## src/rtl/motor_pwm_driver.sv

```systemverilog
// motor_pwm_driver: H-bridge PWM stage fed by the position ON/OFF controller (duty magnitude + direction).
// Latency: legs are registered one clock behind pwm_cnt; duty, direction and state change only at period boundaries.
// Backpressure: none; targets are sampled at period boundaries and ignored in between.
//
// Ports:
//   clock_control    system clock, rising edge
//   reset_n          asynchronous active-low reset (drops both legs immediately)
//   Senial_control   target duty 0..255
//   Dir              target direction (0 -> PWM_A leg, 1 -> PWM_B leg)
//   PWM_A / PWM_B    forward / reverse legs, registered, never high together
//   Dir_actual       direction currently applied
//   Duty_actual      duty currently applied
//   Periodo          one-clock pulse on each period boundary
//   Busy             high while a reversal is in progress (ramp-down or dead time)
//
// Build option: define MOTOR_RAMP_EN to slew duty by RAMP_STEP per period in RUN and
// REVERSE; without it RUN jumps straight to the target and reversals go directly to
// dead time with the duty forced to 0.
module motor_pwm_driver #(
  parameter int PRESCALE     = 4,  // clocks per PWM tick
  parameter int RAMP_STEP    = 8,  // duty change per period when ramping
  parameter int DEAD_PERIODS = 2   // full periods with both legs low on a reversal
) (
  input  logic       clock_control,
  input  logic       reset_n,
  input  logic [7:0] Senial_control,
  input  logic       Dir,
  output logic       PWM_A,
  output logic       PWM_B,
  output logic       Dir_actual,
  output logic [7:0] Duty_actual,
  output logic       Periodo,
  output logic       Busy
);

  localparam int PW = (PRESCALE > 1) ? $clog2(PRESCALE) : 1;
  localparam int DW = $clog2(DEAD_PERIODS + 1);

  // Elaboration-time guard against parameter values the timebase and ramp cannot honour.
  if (PRESCALE < 1 || RAMP_STEP < 1 || RAMP_STEP > 255 || DEAD_PERIODS < 1) begin : g_param_check
    $error("motor_pwm_driver: illegal parameter value");
  end

  typedef enum logic [1:0] {
    S_IDLE,
    S_RUN,
    S_REVERSE,
    S_DEAD
  } state_t;

  state_t          state_q, state_d;
  logic [PW-1:0]   presc_q, presc_d;
  logic [7:0]      cnt_q, cnt_d;
  logic [7:0]      duty_q, duty_d;
  logic            dir_q, dir_d;
  logic [DW-1:0]   dead_q, dead_d;
  logic            pwm_a_q, pwm_a_d;
  logic            pwm_b_q, pwm_b_d;

  logic            tick;
  logic            boundary;
  logic            drive_en;
  logic            pwm;

  // ---------------------------------------------------------------------------
  // Timebase: prescaler 0..PRESCALE-1, pwm_cnt 0..254 (255 steps so duty 255 is
  // constantly high and duty 0 constantly low).
  // ---------------------------------------------------------------------------
  assign tick     = (presc_q == PW'(PRESCALE - 1));
  assign boundary = tick && (cnt_q == 8'd254);

  always_comb begin
    presc_d = tick ? '0 : presc_q + PW'(1);
    cnt_d   = cnt_q;
    if (tick) begin
      cnt_d = (cnt_q == 8'd254) ? 8'd0 : cnt_q + 8'd1;
    end
  end

`ifdef MOTOR_RAMP_EN
  // One slew step from cur toward tgt, computed at 9 bits so the sum cannot wrap
  // past 255 and the difference cannot go below the target.
  function automatic logic [7:0] step_toward(input logic [7:0] cur, input logic [7:0] tgt);
    logic [8:0] up;
    logic [8:0] gap;
    up  = {1'b0, cur} + 9'(RAMP_STEP);
    gap = {1'b0, cur} - {1'b0, tgt};
    if (tgt > cur) begin
      step_toward = (up > {1'b0, tgt}) ? tgt : up[7:0];
    end else if (gap <= 9'(RAMP_STEP)) begin
      step_toward = tgt;
    end else begin
      step_toward = cur - 8'(RAMP_STEP);
    end
  endfunction

  logic [7:0] run_next;
  logic [7:0] rev_next;
  assign run_next = step_toward(duty_q, Senial_control);
  assign rev_next = step_toward(duty_q, 8'd0);
`endif

  // ---------------------------------------------------------------------------
  // Drive state machine: evaluated only at a period boundary so every new duty
  // and direction starts cleanly at pwm_cnt = 0.
  // ---------------------------------------------------------------------------
  always_comb begin
    state_d = state_q;
    duty_d  = duty_q;
    dir_d   = dir_q;
    dead_d  = dead_q;
    if (boundary) begin
      case (state_q)
        S_IDLE: begin
          duty_d = 8'd0;
          if (Senial_control != 8'd0) begin
            dir_d   = Dir;
            state_d = S_RUN;
`ifdef MOTOR_RAMP_EN
            duty_d  = run_next;  // duty_q is 0 here, so this is the first step up
`else
            duty_d  = Senial_control;
`endif
          end
        end
        S_RUN: begin
          // A zero target never reverses: that is the controller's deadband.
          if (Senial_control != 8'd0 && Dir != dir_q) begin
`ifdef MOTOR_RAMP_EN
            state_d = S_REVERSE;
`else
            state_d = S_DEAD;
            duty_d  = 8'd0;
            dead_d  = DW'(DEAD_PERIODS);
`endif
          end else if (Senial_control == 8'd0 && duty_q == 8'd0) begin
            state_d = S_IDLE;
          end else begin
`ifdef MOTOR_RAMP_EN
            duty_d = run_next;
`else
            duty_d = Senial_control;
`endif
          end
        end
        S_REVERSE: begin
          // Inputs are ignored: the ramp-down always completes once started.
`ifdef MOTOR_RAMP_EN
          duty_d = rev_next;
          if (rev_next == 8'd0) begin
            state_d = S_DEAD;
            dead_d  = DW'(DEAD_PERIODS);
          end
`else
          duty_d  = 8'd0;
          state_d = S_DEAD;
          dead_d  = DW'(DEAD_PERIODS);
`endif
        end
        S_DEAD: begin
          dead_d = dead_q - DW'(1);
          if (dead_q == DW'(1)) begin
            state_d = S_IDLE;
          end
        end
        default: begin
          state_d = S_IDLE;
          duty_d  = 8'd0;
        end
      endcase
    end
  end

  // ---------------------------------------------------------------------------
  // Leg outputs: only one leg can ever be enabled because both are gated by the
  // single applied direction bit; DEAD and IDLE force both low.
  // ---------------------------------------------------------------------------
  assign pwm      = (cnt_q < duty_q);
  assign drive_en = (state_q == S_RUN) || (state_q == S_REVERSE);
  assign pwm_a_d  = pwm && !dir_q && drive_en;
  assign pwm_b_d  = pwm &&  dir_q && drive_en;

  always_ff @(posedge clock_control or negedge reset_n) begin
    if (!reset_n) begin
      state_q <= S_IDLE;
      presc_q <= '0;
      cnt_q   <= 8'd0;
      duty_q  <= 8'd0;
      dir_q   <= 1'b0;
      dead_q  <= '0;
      pwm_a_q <= 1'b0;
      pwm_b_q <= 1'b0;
    end else begin
      state_q <= state_d;
      presc_q <= presc_d;
      cnt_q   <= cnt_d;
      duty_q  <= duty_d;
      dir_q   <= dir_d;
      dead_q  <= dead_d;
      pwm_a_q <= pwm_a_d;
      pwm_b_q <= pwm_b_d;
    end
  end

  assign PWM_A       = pwm_a_q;
  assign PWM_B       = pwm_b_q;
  assign Dir_actual  = dir_q;
  assign Duty_actual = duty_q;
  assign Periodo     = boundary;
  assign Busy        = (state_q == S_REVERSE) || (state_q == S_DEAD);

endmodule

```

## config.mk

```make
export PLATFORM = sky130hd
export DESIGN_NAME = motor_pwm_driver
export DESIGN_NICKNAME = d
export VERILOG_FILES = /design/src/rtl/motor_pwm_driver.sv
export SDC_FILE = /design/constraint.sdc
export NUM_CORES = 1
export LEC_CHECK = 0
export CAP_MARGIN = 20
export CELL_PAD_IN_SITES_DETAIL_PLACEMENT = 0
export CELL_PAD_IN_SITES_GLOBAL_PLACEMENT = 1
export CORE_ASPECT_RATIO = 0.7
export CORE_MARGIN = 1.5
export CORE_UTILIZATION = 25
export CTS_BUF_LIST = sky130_fd_sc_hd__clkbuf_2
export DETAILED_ROUTE_END_ITERATION = 12
export DONT_BUFFER_PORTS = 1
export HOLD_SLACK_MARGIN = 0.03
export PLACE_DENSITY_LB_ADDON = 0.1
export RECOVER_POWER = 50
export SLEW_MARGIN = 5
export SYNTH_ARGS = -nofsm -noshare
export SYNTH_HDL_FRONTEND = slang
export SYNTH_SLANG_ARGS = --single-unit
```

## constraint.sdc

```tcl
create_clock -name clock_control -period 5.5 [get_ports clock_control]
set_input_delay 0.275 -clock clock_control [delete_from_list [all_inputs] [get_ports clock_control]]
set_output_delay 0.275 -clock clock_control [all_outputs]
set_load 0.005 [all_outputs]
```

# Yosys cells after proc, flatten, opt, wreduce, memory -nomap -nowiden
# Cells that the tools add are included.
# classes
n_addsub	3
mul	0
div_mod_pow	0
n_lt_le_gt_ge	1
n_eq_ne	12
n_shift	0
n_mux	13
bitwise	0
n_reduce_logical	20
# op_table
operator	count
8-bit two-way mux	4
8-bit case mux with 3 select lines	1
8-bit logical NOT	2
2-bit two-way mux	6
3-bit AND reduction	3
8-bit by 1-bit adder with 8-bit output (second input constant)	1
8-bit equality test (second input constant)	1
8-bit < comparator	1
2-bit case mux with 4 select lines	1
8-bit nonzero test	1
1-bit logical AND	7
2-bit equality test (second input constant)	3
2-bit inequality test (second input constant)	3
3-bit inequality test (second input constant)	2
2-bit case mux with 3 select lines	1
3-bit nonzero test	2
2-bit by 1-bit equality test with 1-bit output (second input constant)	2
4-bit AND reduction	1
2-bit by 1-bit adder with 2-bit output (second input constant)	1
2-bit logical NOT	1
1-bit logical OR	2
2-bit by 1-bit subtractor with 2-bit output (second input constant)	1
1-bit logical NOT	1
1-bit inequality test	1
# word_totals
register_bits	25
latchBits	0
ram_bits	0
rom_bits	0
inputBits	11
output_inout_bits	13
word_cells	57
mem_count	0

# Depth between registers and ports, before layout
# Gate-level depths: netlist of the first run.
# logic_depth
ltp_word	5
depth_mapped	7
mapped_depth_nobuf	7

# Worst setup path before layout of the first run
# OpenSTA, ideal clock, no wires.
# synth_timing
kind	register to register
startpoint	register cnt_q[0]
endpoint	register duty_q[5], in the netlist Duty_actual[5]
setup_ns	0.120
t_arrival_ns	1.787
required_ns	5.380
setup_slack_ns	3.593
stages_incl_launch_ff	8
n_path_buf	1
synth_period_minus_slack_ns	1.907
path_cell_list	dfrtp_1 -> inv_1 -> ha_1 -> nand4_1 -> a2111oi_2 -> buf_6 -> nor2_1 -> a31o_1
# synth_via
elab_chain_len	3
# synth_lines
element	line	text
start: declaration	53	logic [7:0] cnt_q, cnt_d;
start signal: assignment	196	cnt_q <= cnt_d;
8-bit equality test	70	assign boundary = tick && (cnt_q == 8'd254);
1-bit logical AND	70	
3-bit AND reduction (no line)	--	
end signal: assignment	197	duty_q <= duty_d;
end: declaration	54	logic [7:0] duty_q, duty_d;
# No other way between the ends.
# A chain may end at the register's enable or synchronous reset.

# Worst setup path in the final report of the first run
# layout_timing
startpoint	register presc_q[0]
endpoint	register dead_q[0]
# layout_via
elab_chain_len	3
# layout_lines
element	line	text
start: declaration	52	logic [PW-1:0] presc_q, presc_d;
start signal: assignment	195	presc_q <= presc_d;
2-bit equality test	69	assign tick = (presc_q == PW'(PRESCALE - 1));
1-bit logical AND	70	
named net Periodo	32	output logic Periodo,
3-bit AND reduction (no line)	--	
end signal: assignment	190	dead_q <= '0;
end signal: assignment	199	dead_q <= dead_d;
end: declaration	56	logic [DW-1:0] dead_q, dead_d;
# The timed path passes the listed nets, and every way through them passes these cells.

==> flow_metrics.py, run 1 <==
metrics = {
    "outcome": {
        "outcome": "complete, but fails checks",
        "violations": "capacitance limit, slew limit",
    },
    "floorplan": {
        "dieArea_mm2": 0.00643,
        "io_pins": 24,
        "die_h_um": 67.5,
        "rows": 23,
        "start_util_pct": 26.0,
        "core-area_mm2": 0.00573,
        "die_x_um": 95.2,
    },
    "logic_synthesis": {
        "synthCells": 147,
        "synth_top_area_share_pct": 42.1,
        "synthFlopType": "dfrtp_1",
        "ys_types": 37,
        "ys_seq_elements": 25,
        "syn_area_mm2": 0.00149,
        "syn_nets": 174,
        "avgSynthCellArea_um2": 10.1,
        "synth-seq-area-share_pct": 42.1,
        "async_flop_share_pct": 100,
        "synth_warnings": 0,
        "synth_edf_count": 0,
        "yosysTopAreaCell": "dfrtp_1",
        "synth.area.top_cells": "dfrtp_1 42%, ha_1 13%, a31o_1 4.7%, nor2_1 3.3%, inv_1 3.0%",
    },
    "placed_design": {
        "place.gp.congestion": 0.712,
        "port_buffers": 0,
        "hpwl_um": 2710,
        "placed_area_mm2": 0.00156,
    },
    "power": {
        "peakVddDrop_uv": 89.6,
        "leakagePower_nw": 0.788,
        "p_int_w": 0.000216,
        "p_switching_w": 0.0000796,
        "clockPowerShare_pct": 26.9,
        "power_density_mw_per_mm2": 175,
        "sw_frac_of_total_pct": 26.9,
        "seqPwrFrac_pct": 64.5,
        "p_comb_share_pct": 8.6,
    },
    "worst_setup_path": {
        "reg2reg_depth": 5,
        "cp-start-kind": "register",
        "worstPathRequired_ns": 5.77,
        "path_class": "reg -> reg",
        "reg2reg_to": "dead_q[0]$_DFFE_PN0P_",
        "crit_arrival_ns": 2.40,
        "critical_path.max_fanout": 11,
        "rrSetupSlack_ns": 3.37,
        "end_kind": "register",
        "crit_start": "presc_q[0]$_DFF_PN0_",
        "r2r-start": "presc_q[0]$_DFF_PN0_",
    },
    "cells_and_area": {
        "drive_above_1_share_pct": 8.18,
        "synthToLayoutAreaGrowth_pct": 13.5,
        "stdcell_area_mm2": 0.00169,
        "nFillCells": 595,
        "nets": 187,
        "n_antenna_cell": 0,
    },
    "cts": {
        "clk_latency_ns": 0.38,
        "cts.sinks": 25,
        "cts_made_buffers": 3,
        "cts_hold_buf": 11,
        "clk_path_buf_depth": 2,
        "cts-resized-gates": 0,
        "clkTransAtPathRegs_ns": 0.29,
        "root_buffer": "clkbuf_2",
        "htreeDepth": 1,
        "cts_tree": "yes",
        "post_cts_buffers": 0,
    },
    "timing": {
        "hold_viol": 0,
        "slew_viol_final": 25,
        "setup_viol": 0,
        "tightest_slew_ns": 1.50,
        "clock_skew_ns": 0.0369,
        "layout_min_cycle_time_ns": 2.13,
        "tns_ns": 0,
        "rsz0062_at_grt": "false",
        "fmax_mhz": 468,
        "slew_headroom_pct": -0.222,
        "timing.final.crit_share_pct": 38.8,
    },
    "hold_path": {
        "min_to": "state_q[0]$_DFFE_PN0P_",
        "holdPathStages": 5,
        "hp-start": "Dir",
        "hold_class": "in -> reg",
    },
    "route": {
        "viasPerCell": 4.71,
        "dr_total_vias": 1101,
        "antenna_left": 0,
        "avgRoutedWirePerCell_um": 15.2,
        "drtPass1Iterations": 4,
        "drt_wl_total_um": 3570,
        "drc": 0,
        "drt_iter0_markers": 58,
    },
    "global_route": {
        "grt_util_all_layers_pct": 12.1,
        "grt_pass1_vias": 1072,
        "grt_overflow": 0,
        "grt_pass1_wl_um": 5780,
        "antenna_found_initial": 0,
        "grt_max_degree": 26,
    },
    "run": {
        "max-cap-violations": 1,
    },
}
-- metal layers --
metal  global-route usage, %  share of wire [%]
met2                    18.4                 42
met3                    3.04                4.3
met5                       0                  0
met1                    17.4                 53
met4                    2.24               0.45
-- logic make-up (layout without fill, tap and decap cells) --
logic type | after synthesis | after routing | synth area share [%]
and+or+nand+nor | 46 | 46 | 17.2
muxes | 6 | 6 | 4.37
adders and majority gates | 16 | 16 | 13.5
AOI/OAI and AO/OA | 36 | 36 | 16.9
xor gates and xnor gates | 2 | 2 | 1.18
buffers and inverters | 16 | 28 | 4.88
DFF | 25 | 25 | 42.1
-- worst max-delay path by stage --
stage                                 end  slack [ns]  depth (start not counted)
2_1_floorplan  Duty_actual[5]$_DFFE_PN0P_        3.59                          7
3_3_place_gp       state_q[1]$_DFFE_PN0P_        3.46                          5
3_5_place_dp       state_q[1]$_DFFE_PN0P_        3.34                          5
4_1_cts            state_q[1]$_DFFE_PN0P_        3.34                          5
5_1_grt             dead_q[0]$_DFFE_PN0P_        3.19                          5
6_report            dead_q[0]$_DFFE_PN0P_        3.37                          5
-- worst max-delay path: stages (launching register included) --
cell      delay, ns
dfrtp_1        0.40
ha_1           0.38
nand4_1        0.21
nor2_1         0.48
nand3b_1       0.23
mux2_1         0.35
-- power by group through the flow --
stage | Clock [W] | Combinational, W | Sequential [W]
finish | 0.0000794 | 0.0000255 | 0.000191
global route | 0.0000930 | 0.0000292 | 0.000191
CTS | 0.0000872 | 0.0000279 | 0.000191
detailed placement | 0 | 0.0000158 | 0.000194
global placement | 0 | 0.0000157 | 0.000194
floorplan | 0 | 0.0000123 | 0.000193
-- sequential cells by signal (all words and copies together), names as in the netlist --
register / cells
cnt_q: 8
state_q: 2
dead_q: 2
Duty_actual: 8
PWM_B: 1
presc_q: 2
Dir_actual: 1
PWM_A: 1
-- synth_stat cells (2+ instances only) --
| library cell | n |
|---|---|
| or4_4 | 2 |
| a21o_1 | 2 |
| or4_1 | 2 |
| xor2_1 | 2 |
| o21ai_0 | 8 |
| nand3_1 | 2 |
| mux2i_1 | 2 |
| mux2_1 | 2 |
| nand4_1 | 4 |
| a211oi_1 | 2 |
| mux2_2 | 2 |
| a31o_1 | 8 |
| nor2_1 | 13 |
| inv_1 | 12 |
| dfrtp_1 | 25 |
| ha_1 | 16 |
| nor2b_1 | 4 |
| a21oi_1 | 8 |
| nand2_1 | 11 |
| nand3b_1 | 2 |
| or3_1 | 2 |
-- area by class of cell --
cell class                 instances  area [um2]  area share (%)
clock buffer                       3        15.0           0.890
sequential                        25         626            37.1
tap                               75        93.8            5.56
inverter                          12        45.0            2.67
timing repair buffer              12         111            6.60
multi-input combinational        106         790            46.8
clock inverter                     1        7.51           0.445
-- stage by stage --
stage               setup WS (ns)  hold slack [ns]  util, %  std cells  total power (W)
floorplan                    3.59          -0.0206        -        147         0.000205
global placement             3.46          -0.0199     27.3        219         0.000209
detailed placement           3.34          -0.0199     27.3        219         0.000210
CTS                          3.34            0.234     29.8        234         0.000306
global route                 3.19            0.336     29.5        234         0.000314
finish                       3.37            0.326     29.5        234         0.000295
-- cell usage in the layout, fill, tap and decap left out, drive strengths merged --
cell,synthesis,routed
clkinvlp,0,1
o21ai,9,9
o211ai,1,1
clkbuf,1,4
ha,16,16
xor2,2,2
or3,2,2
o22ai,1,1
nand2b,1,1
buf,3,1
nor2,13,13
or4,4,4
a21o,2,2
nand3,2,2
mux2,4,4
nand3b,2,2
nor4,1,1
o211a,1,1
nor2b,4,4
or2,1,1
nand4,4,4
a211oi,2,2
inv,12,12
dfrtp,25,25
o21bai,1,1
a21oi,8,8
a2111oi,1,1
and3,1,1
dlygate4sd3,0,10
nand2,11,11
mux2i,2,2
a41oi,1,1
a31o,8,8
o31ai,1,1
No activity file was read; power rests on OpenSTA's default activity.
==> run 2, diff against run 1 <==
==> constraint.sdc (replaced) <==
create_clock -name clock_control -period 2.14 [get_ports clock_control]
set_input_delay 0.107 -clock clock_control [delete_from_list [all_inputs] [get_ports clock_control]]
set_output_delay 0.107 -clock clock_control [all_outputs]
set_load 0.005 [all_outputs]
==> run 2 against run 1 <==
First-iteration DRC count down 55%. Total power rose to 2.6 times the previous value. Register-to-register slack worse by 3.2 ns. Sequential share of layout area down 0.65 points. Clock power rose to 2.6 times the previous value. The flow now finishes without violations. Worst setup slack worse by 3.2 ns. Highest routed layer unchanged. Largest power group unchanged.
==> flow_metrics.py, run 2 (same netlist as run 1, synthesis figures left out) <==
metrics = {
    "outcome": {
        "outcome": "finished, final reports clean",
    },
    "timing": {
        "tns_ns": 0,
        "clock_skew_ns": 0.0137,
        "fmax_mhz": 511,
        "timing.final.crit_share_pct": 91.5,
        "layout_setup_ws_ns": 0.183,
        "layout_min_cycle_time_ns": 1.96,
        "tightest_slew_ns": 1.46,
        "holdWs_ns": 0.111,
        "setup_viol": 0,
        "slew_viol_final": 0,
        "rsz0062_at_grt": "false",
        "slew_headroom_pct": 2.59,
        "hold_viol": 0,
    },
    "worst_setup_path": {
        "slowest_delay_ns": 0.59,
        "end_kind": "register",
        "crit_arrival_ns": 2.27,
        "rrSetupSlack_ns": 0.18,
        "path_cells": "or4_1, nor4_4, o211a_1, mux2_1",
        "cp-start-kind": "register",
        "path_class": "reg -> reg",
        "critical_path.max_fanout": 3,
        "reg2reg_depth": 4,
        "r2r-start": "Duty_actual[2]$_DFFE_PN0P_",
        "reg2reg_to": "state_q[1]$_DFFE_PN0P_",
        "cp_num_buf_inv": 0,
        "worstPathRequired_ns": 2.45,
        "slowest_stage": "or4_1",
        "cp_top_family": "simple AND/OR/NAND/NOR gates",
    },
    "cts": {
        "clkTransAtPathRegs_ns": 0.28,
        "cts_made_buffers": 3,
        "htreeDepth": 1,
        "cts-resized-gates": 0,
        "cts.sinks": 25,
        "root_buffer": "clkbuf_2",
        "clk_path_buf_depth": 2,
        "clk_latency_ns": 0.38,
        "cts_tree": "yes",
    },
    "global_route": {
        "grt_max_degree": 26,
        "antenna_found_initial": 0,
        "grt_overflow": 0,
        "grt_pass1_vias": 1227,
        "grt_util_all_layers_pct": 13.2,
        "grt_pass1_wl_um": 6230,
    },
    "cells_and_area": {
        "drive_above_1_share_pct": 10.4,
        "final_common_cell": "dfrtp_1",
        "nets": 191,
        "register_area_um2": 626,
        "nFillCells": 616,
        "synthToLayoutAreaGrowth_pct": 15.5,
        "mostFrequentLayoutCells": "25 x dfrtp_1, 16 x ha_1, 13 x nor2_1",
        "n_antenna_cell": 0,
        "multi_input_area_um2": 790,
    },
    "run": {
        "max-cap-violations": 0,
    },
    "power": {
        "p_switching_w": 0.000209,
        "power_density_mw_per_mm2": 445,
        "sw_frac_of_total_pct": 27.4,
        "clockPowerShare_pct": 27.3,
        "p_int_w": 0.000555,
        "peakVddDrop_uv": 151,
        "seqPwrFrac_pct": 64.2,
        "leakagePower_nw": 0.807,
        "p_comb_share_pct": 8.6,
    },
    "route": {
        "drc": 0,
        "dr_total_vias": 1118,
        "avgRoutedWirePerCell_um": 15.8,
        "drt_iter0_markers": 26,
        "drtPass1Iterations": 4,
        "drt_wl_total_um": 3770,
        "viasPerCell": 4.70,
        "antenna_left": 0,
    },
    "hold_path": {
        "holdPathStages": 5,
        "hold_class": "in -> reg",
        "min_to": "state_q[0]$_DFFE_PN0P_",
        "hp-start": "Dir",
    },
    "placed_design": {
        "hpwl_um": 2880,
        "port_buffers": 0,
        "place.gp.congestion": 0.797,
        "post-place-ws_ns": 0.188,
    },
    "floorplan": {
        "dieArea_mm2": 0.00643,
        "core-area_mm2": 0.00573,
        "die_h_um": 67.5,
        "io_pins": 24,
        "start_util_pct": 26.0,
        "rows": 23,
        "die_x_um": 95.2,
    },
}
==> run 2: routing by layer <==
metal	up-vias	GRT usage (%)	wire (um)	share of wire [%]
li1	555	-	-	-
met1	541	16.0	1780	47
met2	20	23.7	1780	47
met3	2	3.27	191	5.1
met4	0	3.17	21	0.56
met5	-	0	0	0
==> run 2: worst max path at each step <==
stage	from	endpoint	slack [ns]	cells after the start
floorplan	cnt_q[0]$_DFFE_PN0P_	Duty_actual[5]$_DFFE_PN0P_	0.23	7
global placement	Duty_actual[2]$_DFFE_PN0P_	state_q[1]$_DFFE_PN0P_	0.25	4
detailed placement	Duty_actual[2]$_DFFE_PN0P_	state_q[1]$_DFFE_PN0P_	0.19	4
CTS	Duty_actual[2]$_DFFE_PN0P_	state_q[1]$_DFFE_PN0P_	0.16	4
global route	Duty_actual[2]$_DFFE_PN0P_	state_q[1]$_DFFE_PN0P_	0.13	4
finish	Duty_actual[2]$_DFFE_PN0P_	state_q[1]$_DFFE_PN0P_	0.18	4
==> run 2: metrics by stage <==
step / instance area (um2) / util (%) / total power, W / instances
6_report: 1720 / 30.0 / 0.000764 / 238
4_1_cts: 1730 / 30.3 / 0.000783 / 238
3_3_place_gp: 1590 / 27.8 / 0.000537 / 223
3_5_place_dp: 1590 / 27.8 / 0.000538 / 223
5_1_grt: 1720 / 30.0 / 0.000809 / 238
2_1_floorplan: 1490 / - / 0.000527 / 147
==> run 2: repair_timing <==
item,4_1_cts,5_1_grt
endpoints found under the hold margin,34,0
hold buffers,11,0
buffers inserted,0,0
==> run 2: power groups by stage <==
stage / Combinational (W) / Sequential [W] / Clock [W]
3_5_place_dp: 0.0000402 / 0.000498 / 0
4_1_cts: 0.0000712 / 0.000490 / 0.000221
5_1_grt: 0.0000748 / 0.000493 / 0.000241
6_report: 0.0000656 / 0.000490 / 0.000208
3_3_place_gp: 0.0000398 / 0.000498 / 0
2_1_floorplan: 0.0000315 / 0.000495 / 0
==> run 2: area by class of cell <==
cell class | count | area share (%)
multi-input combinational | 106 | 46.0
sequential | 25 | 36.4
timing repair buffer | 16 | 8.23
tap | 75 | 5.46
inverter | 12 | 2.62
clock buffer | 3 | 0.874
clock inverter | 1 | 0.437
==> run 2: worst min-delay path, stage by stage <==
cell	delay [ns]
xor2_1	0.06
o21ai_2	0.07
o22ai_1	0.09
nor2_1	0.09
mux2i_1	0.08
